==> config.mk <==
export PLATFORM = sky130hd
export DESIGN_NAME = spi_reg_frame_flat
export DESIGN_NICKNAME = d
export VERILOG_FILES = /design/src/rtl/spi_reg_pkg.sv /design/src/rtl/spi_reg_frame_if.sv /design/src/rtl/spi_reg_bank.sv /design/src/rtl/spi_reg_frame.sv /design/src/flat_wrapper.sv
export SDC_FILE = /design/constraint.sdc
export NUM_CORES = 1
export LEC_CHECK = 0
export CAP_MARGIN = 10
export CORE_MARGIN = 1.5
export CORE_UTILIZATION = 50
export DETAILED_ROUTE_END_ITERATION = 7
export PLACE_DENSITY = 0.78
export SYNTH_ARGS = -nofsm -noshare
export SYNTH_HDL_FRONTEND = slang
export SYNTH_HIERARCHICAL = 1
export SYNTH_SLANG_ARGS = --single-unit
==> constraint.sdc <==
create_clock -name clk -period 3.9 [get_ports clk]
set_input_delay 1.17 -clock clk [delete_from_list [all_inputs] [get_ports clk]]
set_output_delay 1.17 -clock clk [all_outputs]
set_load 0.05 [all_outputs]
==> src/rtl/spi_reg_pkg.sv <==
// Shared constants and state encoding for the SPI register frame parser.
package spi_reg_pkg;

  localparam int CMD_RW_BIT   = 7;
  localparam int CMD_ADDR_MSB = 6;

  localparam logic [7:0] SINK_BYTE = 8'hFF;

  typedef enum logic [1:0] {
    IDLE = 2'd0,
    CMD  = 2'd1,
    DATA = 2'd2,
    SINK = 2'd3
  } state_t;

endpackage

==> src/rtl/spi_reg_frame_if.sv <==
// Byte-level link between the SPI slave byte engine (master side) and the frame parser (slave side).
interface spi_reg_frame_if;

  logic       frame_start;
  logic       frame_end;
  logic       done;
  logic [7:0] dout;
  logic [7:0] din;

  modport master (
    output frame_start,
    output frame_end,
    output done,
    output dout,
    input  din
  );

  modport slave (
    input  frame_start,
    input  frame_end,
    input  done,
    input  dout,
    output din
  );

endinterface

==> src/rtl/spi_reg_bank.sv <==
// NUM_REGS x 8 register storage: one write port, combinational read mux, flat output bus.
module spi_reg_bank #(
  parameter int NUM_REGS = 16,
  parameter int ADDR_W   = 4
) (
  input  logic                  clk,
  input  logic                  rst,
  input  logic                  we,
  input  logic [ADDR_W-1:0]     waddr,
  input  logic [7:0]            wdata,
  input  logic [ADDR_W-1:0]     raddr,
  output logic [7:0]            rdata,
  output logic [NUM_REGS*8-1:0] regs
);

  logic [7:0] mem [NUM_REGS];

  always_ff @(posedge clk) begin
    if (!rst) begin
      for (int i = 0; i < NUM_REGS; i++) mem[i] <= 8'h00;
    end else if (we) begin
      mem[waddr] <= wdata;
    end
  end

  assign rdata = mem[raddr];

  for (genvar g = 0; g < NUM_REGS; g++) begin : g_flat
    assign regs[8*g +: 8] = mem[g];
  end

endmodule

==> src/rtl/spi_reg_frame.sv <==
// SPI command/data frame parser driving an 8-bit register bank.
// Define SPI_REG_AUTOINC_EN to advance the address after every data byte; otherwise it streams one register.
//
//   state | meaning
//   IDLE  | no frame open, bytes ignored
//   CMD   | waiting for the command byte (rw + address)
//   DATA  | streaming data bytes to/from the bank
//   SINK  | address out of range, bytes ignored, din = 0xFF
module spi_reg_frame
  import spi_reg_pkg::*;
#(
  parameter int         NUM_REGS    = 16,
  parameter int         ADDR_W      = 4,
  parameter logic [7:0] STATUS_BYTE = 8'hA5
) (
  input  logic                  clk,
  input  logic                  rst,
  spi_reg_frame_if.slave        bus,
  output logic [NUM_REGS*8-1:0] regs,
  output logic                  wr_en,
  output logic [ADDR_W-1:0]     wr_addr,
  output logic [7:0]            wr_data,
  output logic                  busy
);

  localparam logic [7:0]        NUM_REGS_B = 8'(NUM_REGS);
  localparam logic [ADDR_W-1:0] LAST_ADDR  = ADDR_W'(NUM_REGS - 1);

  state_t            state, state_d;
  logic [ADDR_W-1:0] addr, addr_d;
  logic              rw, rw_d;
  logic [7:0]        din_q, din_d;
  logic              wr_stb;
  logic [7:0]        rdata;

  always_ff @(posedge clk) begin
    if (!rst) state <= IDLE;
    else      state <= state_d;
  end

  always_comb begin
    state_d = state;
    addr_d  = addr;
    rw_d    = rw;
    wr_stb  = 1'b0;
    if (bus.frame_start) begin
      // restart wins over any byte completing in the same cycle
      state_d = CMD;
      addr_d  = '0;
      rw_d    = 1'b0;
    end else begin
      unique case (state)
        CMD: if (bus.done) begin
          rw_d    = bus.dout[CMD_RW_BIT];
          addr_d  = bus.dout[ADDR_W-1:0];
          state_d = ({1'b0, bus.dout[CMD_ADDR_MSB:0]} >= NUM_REGS_B) ? SINK : DATA;
        end
        DATA: if (bus.done) begin
          wr_stb = !rw;
`ifdef SPI_REG_AUTOINC_EN
          addr_d = (addr == LAST_ADDR) ? '0 : addr + ADDR_W'(1);
`endif
        end
        default: ;
      endcase
      // a byte coinciding with frame_end is still applied above
      if (bus.frame_end) state_d = IDLE;
    end

    unique case (state_d)
      DATA:    din_d = rdata;
      SINK:    din_d = SINK_BYTE;
      default: din_d = STATUS_BYTE;
    endcase
  end

  always_ff @(posedge clk) begin
    if (!rst) begin
      addr    <= '0;
      rw      <= 1'b0;
      din_q   <= STATUS_BYTE;
      wr_en   <= 1'b0;
      wr_addr <= '0;
      wr_data <= 8'h00;
    end else begin
      addr  <= addr_d;
      rw    <= rw_d;
      din_q <= din_d;
      wr_en <= wr_stb;
      if (wr_stb) begin
        wr_addr <= addr;
        wr_data <= bus.dout;
      end
    end
  end

  // bank writes on the same edge that raises wr_en; reads follow the next address
  spi_reg_bank #(
    .NUM_REGS (NUM_REGS),
    .ADDR_W   (ADDR_W)
  ) u_bank (
    .clk   (clk),
    .rst   (rst),
    .we    (wr_stb),
    .waddr (addr),
    .wdata (bus.dout),
    .raddr (addr_d),
    .rdata (rdata),
    .regs  (regs)
  );

  assign bus.din = din_q;
  assign busy    = (state != IDLE);

endmodule

==> src/flat_wrapper.sv <==
// flat-port wrapper written by rule: the top's interface ports become plain ports
module spi_reg_frame_flat import spi_reg_pkg::*;
#(
  parameter int         NUM_REGS    = 16,
  parameter int         ADDR_W      = 4,
  parameter logic [7:0] STATUS_BYTE = 8'hA5
)
  (clk, rst, regs, wr_en, wr_addr, wr_data, busy, bus_frame_start, bus_frame_end, bus_done, bus_dout, bus_din);
  spi_reg_frame_if bus_i ();
  input  logic clk;
  input  logic rst;
  output logic [NUM_REGS*8-1:0] regs;
  output logic wr_en;
  output logic [ADDR_W-1:0] wr_addr;
  output logic [7:0] wr_data;
  output logic busy;
  input wire logic [$bits(bus_i.frame_start)-1:0] bus_frame_start;
  input wire logic [$bits(bus_i.frame_end)-1:0] bus_frame_end;
  input wire logic [$bits(bus_i.done)-1:0] bus_done;
  input wire logic [$bits(bus_i.dout)-1:0] bus_dout;
  output wire logic [$bits(bus_i.din)-1:0] bus_din;
  assign bus_i.frame_start = bus_frame_start;
  assign bus_i.frame_end = bus_frame_end;
  assign bus_i.done = bus_done;
  assign bus_i.dout = bus_dout;
  assign bus_din = bus_i.din;
  spi_reg_frame #(.NUM_REGS(NUM_REGS), .ADDR_W(ADDR_W), .STATUS_BYTE(STATUS_BYTE)) u_core (.clk(clk), .rst(rst), .bus(bus_i), .regs(regs), .wr_en(wr_en), .wr_addr(wr_addr), .wr_data(wr_data), .busy(busy));
endmodule
# --- After elaboration in Yosys (flattened, before gate mapping) ---
# Memories as Yosys holds them, arrays and structs flattened.
# Cells that the tools add are included.
totals:
  ramBits: 128
  register_bits: 28
  word_cells: 38
  out_inout_bits: 150
  memories: 1
memory_table:
  columns: ["name", "depth", "width", "rd", "rd_clocked_by_memory_dff", "write_ports", "line_no", "source"]
  rows:
  - ["u_core.u_bank.mem", 16, 8, 17, 0, 16, "spi_reg_bank.sv:16", "logic [7:0] mem [NUM_REGS];"]
classes:
  n_reduce_logical: 5
  eq_ne: 4
  bitwise_logic: 1
  magnitude_cmp: 1
  n_mux: 19
ops:
  columns: ["operator", "count"]
  rows:
  - ["4-bit two-way mux", 4]
  - ["8-bit case mux with 2 select lines", 1]
  - ["1-bit two-way mux", 9]
  - ["2-bit two-way mux", 4]
  - ["8-bit two-way mux", 1]
  - ["8-bit OR reduction", 1]
  - ["7-bit by 5-bit greater-or-equal comparator with 1-bit output (second input constant)", 1]
  - ["2-bit equality test (second input constant)", 3]
  - ["2-bit by 1-bit equality test with 1-bit output (second input constant)", 1]
  - ["2-bit AND reduction", 1]
  - ["2-bit nonzero test", 1]
  - ["2-bit OR reduction", 1]
  - ["1-bit zero test", 1]
  - ["1-bit NOT", 1]

# --- Longest topological paths before layout ---
# Gate-level depths: netlist (run 1).
depth:
  ltp_word: 9
  mapped_depth: 10
  ltp_nobuf: 8

# --- By module ---
# The synthesis (run 1) kept the hierarchy.
by_module_without_submodules:
  columns: ["mod", "area_per_inst_um2", "seq_area_each_um2", "cells_each", "instances"]
  rows:
  - ["spi_reg_bank", 5933.2, 3843.7, 375, 1]
  - ["spi_reg_frame", 1081.0, 560.5, 109, 1]

# --- Worst setup path before layout (run 1) ---
# OpenSTA, ideal clock, no wires.
synth_timing:
  path_type: "input port to flip-flop"
  from: "input bus_frame_start"
  to: "memory u_core.u_bank.mem[5][0], enable pin"
  path_stages: 5
  setup_time_ns: 0.384
  arrival_ns: 2.820
  n_path_buf: 2
  path_slack_ns: 0.696
  cell_sequence: "buf_6 nor4_4 buf_6 nand4b_1 o21ai_0"
synth_rtl:
  columns: ["item", "line_no", "source"]
  rows:
  - ["start, declared", "flat_wrapper.sv:17", "input wire logic [$bits(bus_i.frame_start)-1:0] bus_frame_start;"]
  - ["end, declared", "spi_reg_bank.sv:16", null]

# --- Worst setup path in the final report (run 1) ---
layout_timing:
  from: "input bus_done"
  to: "register u_core.din_q[5], in the netlist u_core/bus.din[5]"
layout_between:
  word_cells_on_any_way: 11
  classes_between: "eq/ne (2); mux (8); memory (1)"
layout_rtl:
  columns: ["item", "line_no", "source"]
  rows:
  - ["start, declared", "flat_wrapper.sv:19", "input wire logic [$bits(bus_i.done)-1:0] bus_done;"]
  - ["4-bit two-way mux", "spi_reg_frame.sv:53", "CMD: if (bus.done) begin"]
  - ["4-bit two-way mux", "spi_reg_frame.sv:52", "unique case (state)"]
  - ["4-bit two-way mux", "spi_reg_frame.sv:46", "if (bus.frame_start) begin"]
  - ["via u_core.addr_d[0]", "spi_reg_frame.sv:30", "logic [ADDR_W-1:0] addr, addr_d;"]
  - ["memory 16 x 8 bit", null, null]
  - ["via u_core.rdata[5]", "spi_reg_frame.sv:34", "logic [7:0] rdata;"]
  - ["8-bit case mux with 2 select lines", "spi_reg_frame.sv:70", "unique case (state_d)"]
  - ["end signal, assigned", "spi_reg_frame.sv:88", "din_q <= din_d;"]
  - ["end, declared", "spi_reg_frame.sv:32", "logic [7:0] din_q, din_d;"]
# The timed path passes the listed nets, and every way through them passes these cells.
# A chain may end at the register's enable or synchronous reset.

==> results of run 1 <==
==> logic make-up (layout without fill, tap and decap cells) <==
kind of cell	Yosys count	count (layout)	share of synthesized area
compound gates	35	35	0.0326
mux	49	49	0.136
simple gates	216	216	0.179
flops	156	156	0.628
buf+inv	28	230	0.0248
==> cells in the final DEF (no fill, tap or decap), types with 2 or more instances in the layout <==
master and instances:
nand3b_1 5, clkinvlp_4 2, buf_4 34, mux4_2 16
inv_1 2, nor2_1 23, nor3_1 3, edfxtp_1 128
a21oi_1 5, nand2_1 34, nor2b_1 2, mux4_1 16
a22oi_1 16, clkbuf_16 17, mux2i_1 17, clkdlybuf4s50_1 162
and2_1 130, o21ai_0 12, nand4b_1 2, clkinv_2 2
bufinv_16 5, dfxtp_1 28, nand2b_1 6
==> worst max path at each step <==
stage	endpoint	cells after the start	slack, ns	start
2_1_floorplan	u_core/u_bank/mem[5][0]	5	0.70	bus_frame_start
3_3_place_gp	u_core/bus.din[1]	10	0.28	bus_done
3_5_place_dp	u_core/bus.din[0]	9	0.19	bus_done
4_1_cts	u_core/bus.din[0]	9	0.59	bus_done
5_1_grt	u_core/bus.din[0]	9	0.46	bus_done
6_report	u_core/bus.din[5]	9	0.56	bus_done
==> power groups by stage <==
stage | clock, mW | combinational [mW] | sequential [mW]
floorplan | 0 | 0.106 | 2.08
global placement | 0 | 0.450 | 1.92
detailed placement | 0 | 0.455 | 1.92
CTS | 1.78 | 0.458 | 1.89
global route | 1.84 | 0.473 | 1.89
finish | 1.77 | 0.459 | 1.89
==> state kept, by name (all words and copies together) (netlist names) <==
signal,flops
u_core/u_bank/mem,128
u_core/bus.din,8
u_core/wr_data,8
u_core/addr,4
u_core/wr_addr,4
u_core/state,2
u_core/rw,1
u_core/wr_en,1
==> stage by stage <==
step | hold slack, ns | util | cell area, um2 | total power [mW]
floorplan | 0.479 | - | 7010 | 2.19
global placement | 0.446 | 0.652 | 8980 | 2.37
detailed placement | 0.455 | 0.652 | 8980 | 2.38
CTS | 0.464 | 0.698 | 9610 | 4.12
global route | 0.483 | 0.698 | 9610 | 4.20
finish | 0.461 | 0.698 | 9610 | 4.12
==> tightest hold or removal path: stages, from the launching register on <==
cell and delay [ns]:
dfxtp_1 0.31, nand2_1 0.05, mux2i_1 0.05
==> Yosys cell counts (3+ instances only) <==
| library cell | count |
|---|---|
| clkdlybuf4s25_2 | 3 |
| nand2b_1 | 6 |
| nand2_1 | 34 |
| nor3_1 | 3 |
| edfxtp_1 | 128 |
| nor2_1 | 25 |
| a21oi_1 | 5 |
| clkbuf_1 | 10 |
| mux2i_1 | 17 |
| mux4_1 | 16 |
| buf_2 | 4 |
| buf_6 | 5 |
| and2_1 | 130 |
| nand3b_1 | 5 |
| mux4_2 | 16 |
| dfxtp_1 | 28 |
| o21ai_0 | 12 |
| a22oi_1 | 16 |
==> layer usage <==
layer,up-vias,wire (um)
met5,-,0
met4,0,521
met3,44,1970
met2,331,9840
met1,2481,7950
li1,2164,-
==> area by class of cell <==
type                    count  share of cell area
flip-flops and latches    156               0.458
multi-input cells         300               0.255
repair buffers            197               0.197
clock buffers              18              0.0447
well taps                 180              0.0234
clock inverters            12              0.0204
inverters                   3             0.00117
==> out/results.ini, run 1 <==
[worst_setup_path]
crit_chain=clkdlybuf4s50_1, nand3b_1, mux2i_1, nor2_4, buf_12, mux4_1, a22oi_1, nand2_1, nand3b_1
cp_top_family=multiplexers
r2r_setup_slack_ns=1.36
path_class=primary input to flip-flop
path_buf_inv=2
r2r_start=u_core/state[0]
cpMostUsedCell=nand3b_1
crit_path_max_fanout=32
worstPathArrival_ns=3.63
required_ns=4.19
startpoint_type=primary input
max_stage_delay_ns=0.60
worst-r2r-cell-count=8
r2r_end=u_core/bus.din[5]
worst_setup_path_end_kind=flip-flop
slowest_stage=mux4_1

[global_routing]
grtUsageMet1=0.380
gr-usage-all-layers=0.280
met3_usage=0.0564
first_global_vias=4958
grt_max_degree=40
grt_first_pass_wirelength_mm=29.6
antenna_found_initial=0
busiest_layer=met2
use_met2=0.452
grt.overflow.total=0

[detailed_routing]
vias=5020
routed_via_density=5.80
ant_nets=0
first_iter_violations=575
wl_per_cell_um=23.4
dr.pass1.iters=5
wl_mm=20.3
route.detailed.drc=0

[sta]
maxSlewViolCount=0
fin_crit_sh=0.857
tightest_slew_ns=0.901
tns_ns=0
rsz0062_at_grt=false
setup_violations=0
fin_ws_ns=0.558
fin_crit_ns=3.34
maxSlewHeadroom=0.398
hold_viol=0
fmax_mhz=299
skew_ns=0.00633

[placed_design]
place_ws_ns=0.189
io_buffers=162
dp_hpwl_mm=14.2
gp_congestion=0.894
place_inst=836

[hold_path]
hold_depth=2
worstHoldStart=u_core/wr_data[4]
hp-class=flip-flop to flip-flop
holdPathEnd=u_core/wr_data[4]

[floorplanning]
die-width_um=121
initial_core_util=0.509
boundaryPins=163
row_count=43
core_region_area_um2=13800
die_h_um=121
die_area_um2=14700

[pwr]
p_comb_frac=0.111
power_per_cell_area_nw_per_um2=429
pwr-share-seq=0.458
sw_frac_of_total=0.241
switchingPower_mw=0.995
p_leak_nw=3.55
p_int_mw=3.12
peakVddDrop_v=0.000291
clockPowerShare=0.431

[synth]
yosys_warnings=6
synth_top_area_frac=0.548
synthArstFlopShare=0
synthCells=484
synth.distinct_cells=35
synth_fp_nets=497
ys_seq_area_frac=0.628
synthTopCellsByArea=edfxtp_1, and2_1, dfxtp_1
synth-seq-cells=156
yosys_most_used_dff=edfxtp_1
netlist_area_um2=7010
yosysTopAreaCell=edfxtp_1
synth.avg_cell_area_um2=14.5
synth_edf_count=128

[cells_and_area]
ff_latch_area_um2=4400
syn2layout_area_growth_pct=37.0
antennaDiodeCount=0
fin_cells=866
nets=688
nFillCells=925
multiInputGateArea_um2=2450
drive_above_1_share=0.130

[clock_tree]
cts_buffer_depth=2
path_clk_slew_ns=0.06
hold_buffers=0
numCtsBuffers=17
clk_latency_ns=0.42
cts_root_buffer=clkbuf_16
cts_tree=built
post_cts_buffers=0
cts_resized=0
cts.sinks=156
cts-htree-levels=4

[job]
max-cap-violations=0

[status]
status=finished, final reports clean

Note: power is estimated with default switching activity, not from simulation.
==> inputs of run 2 (changes only) <==
--- a/config.mk
+++ b/config.mk
@@ -9,6 +9,8 @@
 export CORE_MARGIN = 1.5
 export CORE_UTILIZATION = 50
+export CTS_CLUSTER_SIZE = 24
 export DETAILED_ROUTE_END_ITERATION = 7
 export PLACE_DENSITY = 0.78
+export REMOVE_ABC_BUFFERS = 1
 export SYNTH_ARGS = -nofsm -noshare
 export SYNTH_HDL_FRONTEND = slang
==> constraint.sdc (replaced) <==
create_clock -name clk -period 3.9 [get_ports clk]
set_input_delay 1.17 -clock clk [delete_from_list [all_inputs] [get_ports clk]]
set_output_delay 1.17 -clock clk [all_outputs]
set_load 0.1 [all_outputs]
==> out/results.ini, run 2 (synthesis gave the netlist of run 1 again) <==
[sta]
fmax_mhz=297  ; was 299 MHz
rsz0062_at_grt=false  ; unchanged
hold_viol=0  ; unchanged
fin_crit_sh=0.864  ; was 0.857
fin_crit_ns=3.37  ; was 3.34 ns
setup_violations=0  ; unchanged
tns_ns=0  ; unchanged
skew_ns=0.00640  ; was 0.00633 ns
fin_ws_ns=0.531  ; was 0.558 ns
maxSlewHeadroom=0.341  ; was 0.398
maxSlewViolCount=0  ; unchanged
tightest_slew_ns=0.985  ; was 0.901 ns

[placed_design]
place_ws_ns=0.189  ; about the same
gp_congestion=0.892  ; was 0.894
place_inst=835  ; was 836
place_area_um2=8720  ; was 8980 um2
dp_hpwl_mm=14.2  ; about the same
io_buffers=162  ; unchanged

[clock_tree]
cts_root_buffer=clkbuf_16  ; unchanged
cts_tree=built  ; unchanged
numCtsBuffers=17  ; unchanged
path_clk_slew_ns=0.06  ; about the same
cts_buffer_depth=2  ; unchanged
hold_buffers=0  ; unchanged
cts.sinks=156  ; unchanged
clk_latency_ns=0.43  ; was 0.42 ns
cts-htree-levels=4  ; unchanged
post_cts_buffers=0  ; unchanged
cts_resized=0  ; unchanged

[detailed_routing]
first_iter_violations=484  ; was 575
wl_per_cell_um=23.0  ; was 23.4 um
vias=4926  ; was 5020
wl_mm=19.9  ; was 20.3 mm
dr.pass1.iters=5  ; unchanged
routed_via_density=5.68  ; was 5.80
ant_nets=0  ; unchanged
route.detailed.drc=0  ; unchanged

[pwr]
p_leak_nw=3.66  ; was 3.55 nW
peakVddDrop_v=0.000292  ; was 0.000291 V
power_per_cell_area_nw_per_um2=436  ; was 429 nW/um2
power_mw=4.04  ; was 4.12 mW

[floorplanning]
core_region_area_um2=13800  ; unchanged
initial_core_util=0.509  ; unchanged
boundaryPins=163  ; unchanged
die_area_um2=14700  ; unchanged
row_count=43  ; unchanged
die-width_um=121  ; unchanged
die_h_um=121  ; unchanged

[worst_setup_path]
slowest_stage=mux4_1  ; unchanged
crit_path_max_fanout=16  ; was 32
path_class=primary input to flip-flop  ; unchanged
cpMostUsedCell=nand3b_1  ; unchanged
worst_setup_path_end_kind=flip-flop  ; unchanged
path_buf_inv=2  ; unchanged
max_stage_delay_ns=0.60  ; about the same
startpoint_type=primary input  ; unchanged
worstPathArrival_ns=3.67  ; was 3.63 ns
required_ns=4.20  ; was 4.19 ns
cp_top_family=multiplexers  ; unchanged
crit_chain=clkdlybuf4s50_1, nand3b_1, mux2i_1, nor2_4, buf_12, mux4_1, a22oi_1, nand2_1, nand3b_1  ; unchanged

[cells_and_area]
design_area_um2=9260  ; was 9610 um2
syn2layout_area_growth_pct=32.0  ; was 37.0%
regMostFlops=u_core/u_bank/mem  ; unchanged
layout_common_cells=buf_4, and2_1, edfxtp_1  ; was clkdlybuf4s50_1, and2_1, edfxtp_1
drive_above_1_share=0.294  ; was 0.130
fin_cells=867  ; was 866
nets=687  ; was 688
antennaDiodeCount=0  ; unchanged
final_common_cell=buf_4  ; was clkdlybuf4s50_1
largest_reg_flops=128  ; unchanged

[job]
max-cap-violations=0  ; unchanged

[global_routing]
grt.overflow.total=0  ; unchanged
grt_max_degree=33  ; was 40
gr-usage-all-layers=0.278  ; was 0.280
first_global_vias=4907  ; was 4958
antenna_found_initial=0  ; unchanged
grt_first_pass_wirelength_mm=28.9  ; was 29.6 mm

[status]
status=finished, final reports clean  ; unchanged

[hold_path]
hp-class=flip-flop to flip-flop  ; unchanged

run 2: changes by cell type in the layout (fill, tap and decap cells not counted), sizes merged:
cell           change
clkbuf             +8
buf              +113
inv                -1
clkdlybuf4s50    -114
clkinvlp           -1
bufinv             -5
clkinv             +1
run 2: report_power, final:
part           switching, mW  internal, mW
clock network          0.623         0.894
logic                  0.497         0.137
registers             0.0376          1.85
run 2: layout make-up:
cell class	count	area, um2
Sequential cell	156	4400
Clock inverter	6	36.3
Tap cell	180	225
Fill cell	1014	4510
Inverter	3	11.3
Timing Repair Buffer	196	1630
Multi-Input combinational cell	300	2450
Clock buffer	26	509
run 2: worst paths after layout:
path	from	to	slack [ns]	depth (start not counted)
hold reg to reg	u_core/wr_data[5]	u_core/wr_data[5]	0.46	2
setup / recovery	bus_done	u_core/bus.din[5]	0.53	9
setup reg to reg	u_core/state[0]	u_core/bus.din[5]	1.34	8
hold / removal	u_core/wr_data[5]	u_core/wr_data[5]	0.46	2
run 2: tightest hold or removal path: cells and delay by family (launching register included):
| family | cells | cell delay, ns |
|---|---|---|
| flip-flops | 1 | 0.30 |
| AND/OR/NAND/NOR | 1 | 0.05 |
| multiplexers | 1 | 0.05 |
run 2: routing by layer:
layer  track usage  wire length [um]
met2         0.446              9620
met3        0.0587              1720
met1         0.377              8060
met5             0                 0
met4        0.0971               504
run 2: per-stage QoR:
| step | utilization | hold WS (ns) |
|---|---|---|
| floorplan | - | 0.479 |
| global placement | 0.633 | 0.448 |
| detailed placement | 0.633 | 0.452 |
| CTS | 0.672 | 0.459 |
| global route | 0.672 | 0.479 |
| finish | 0.672 | 0.457 |
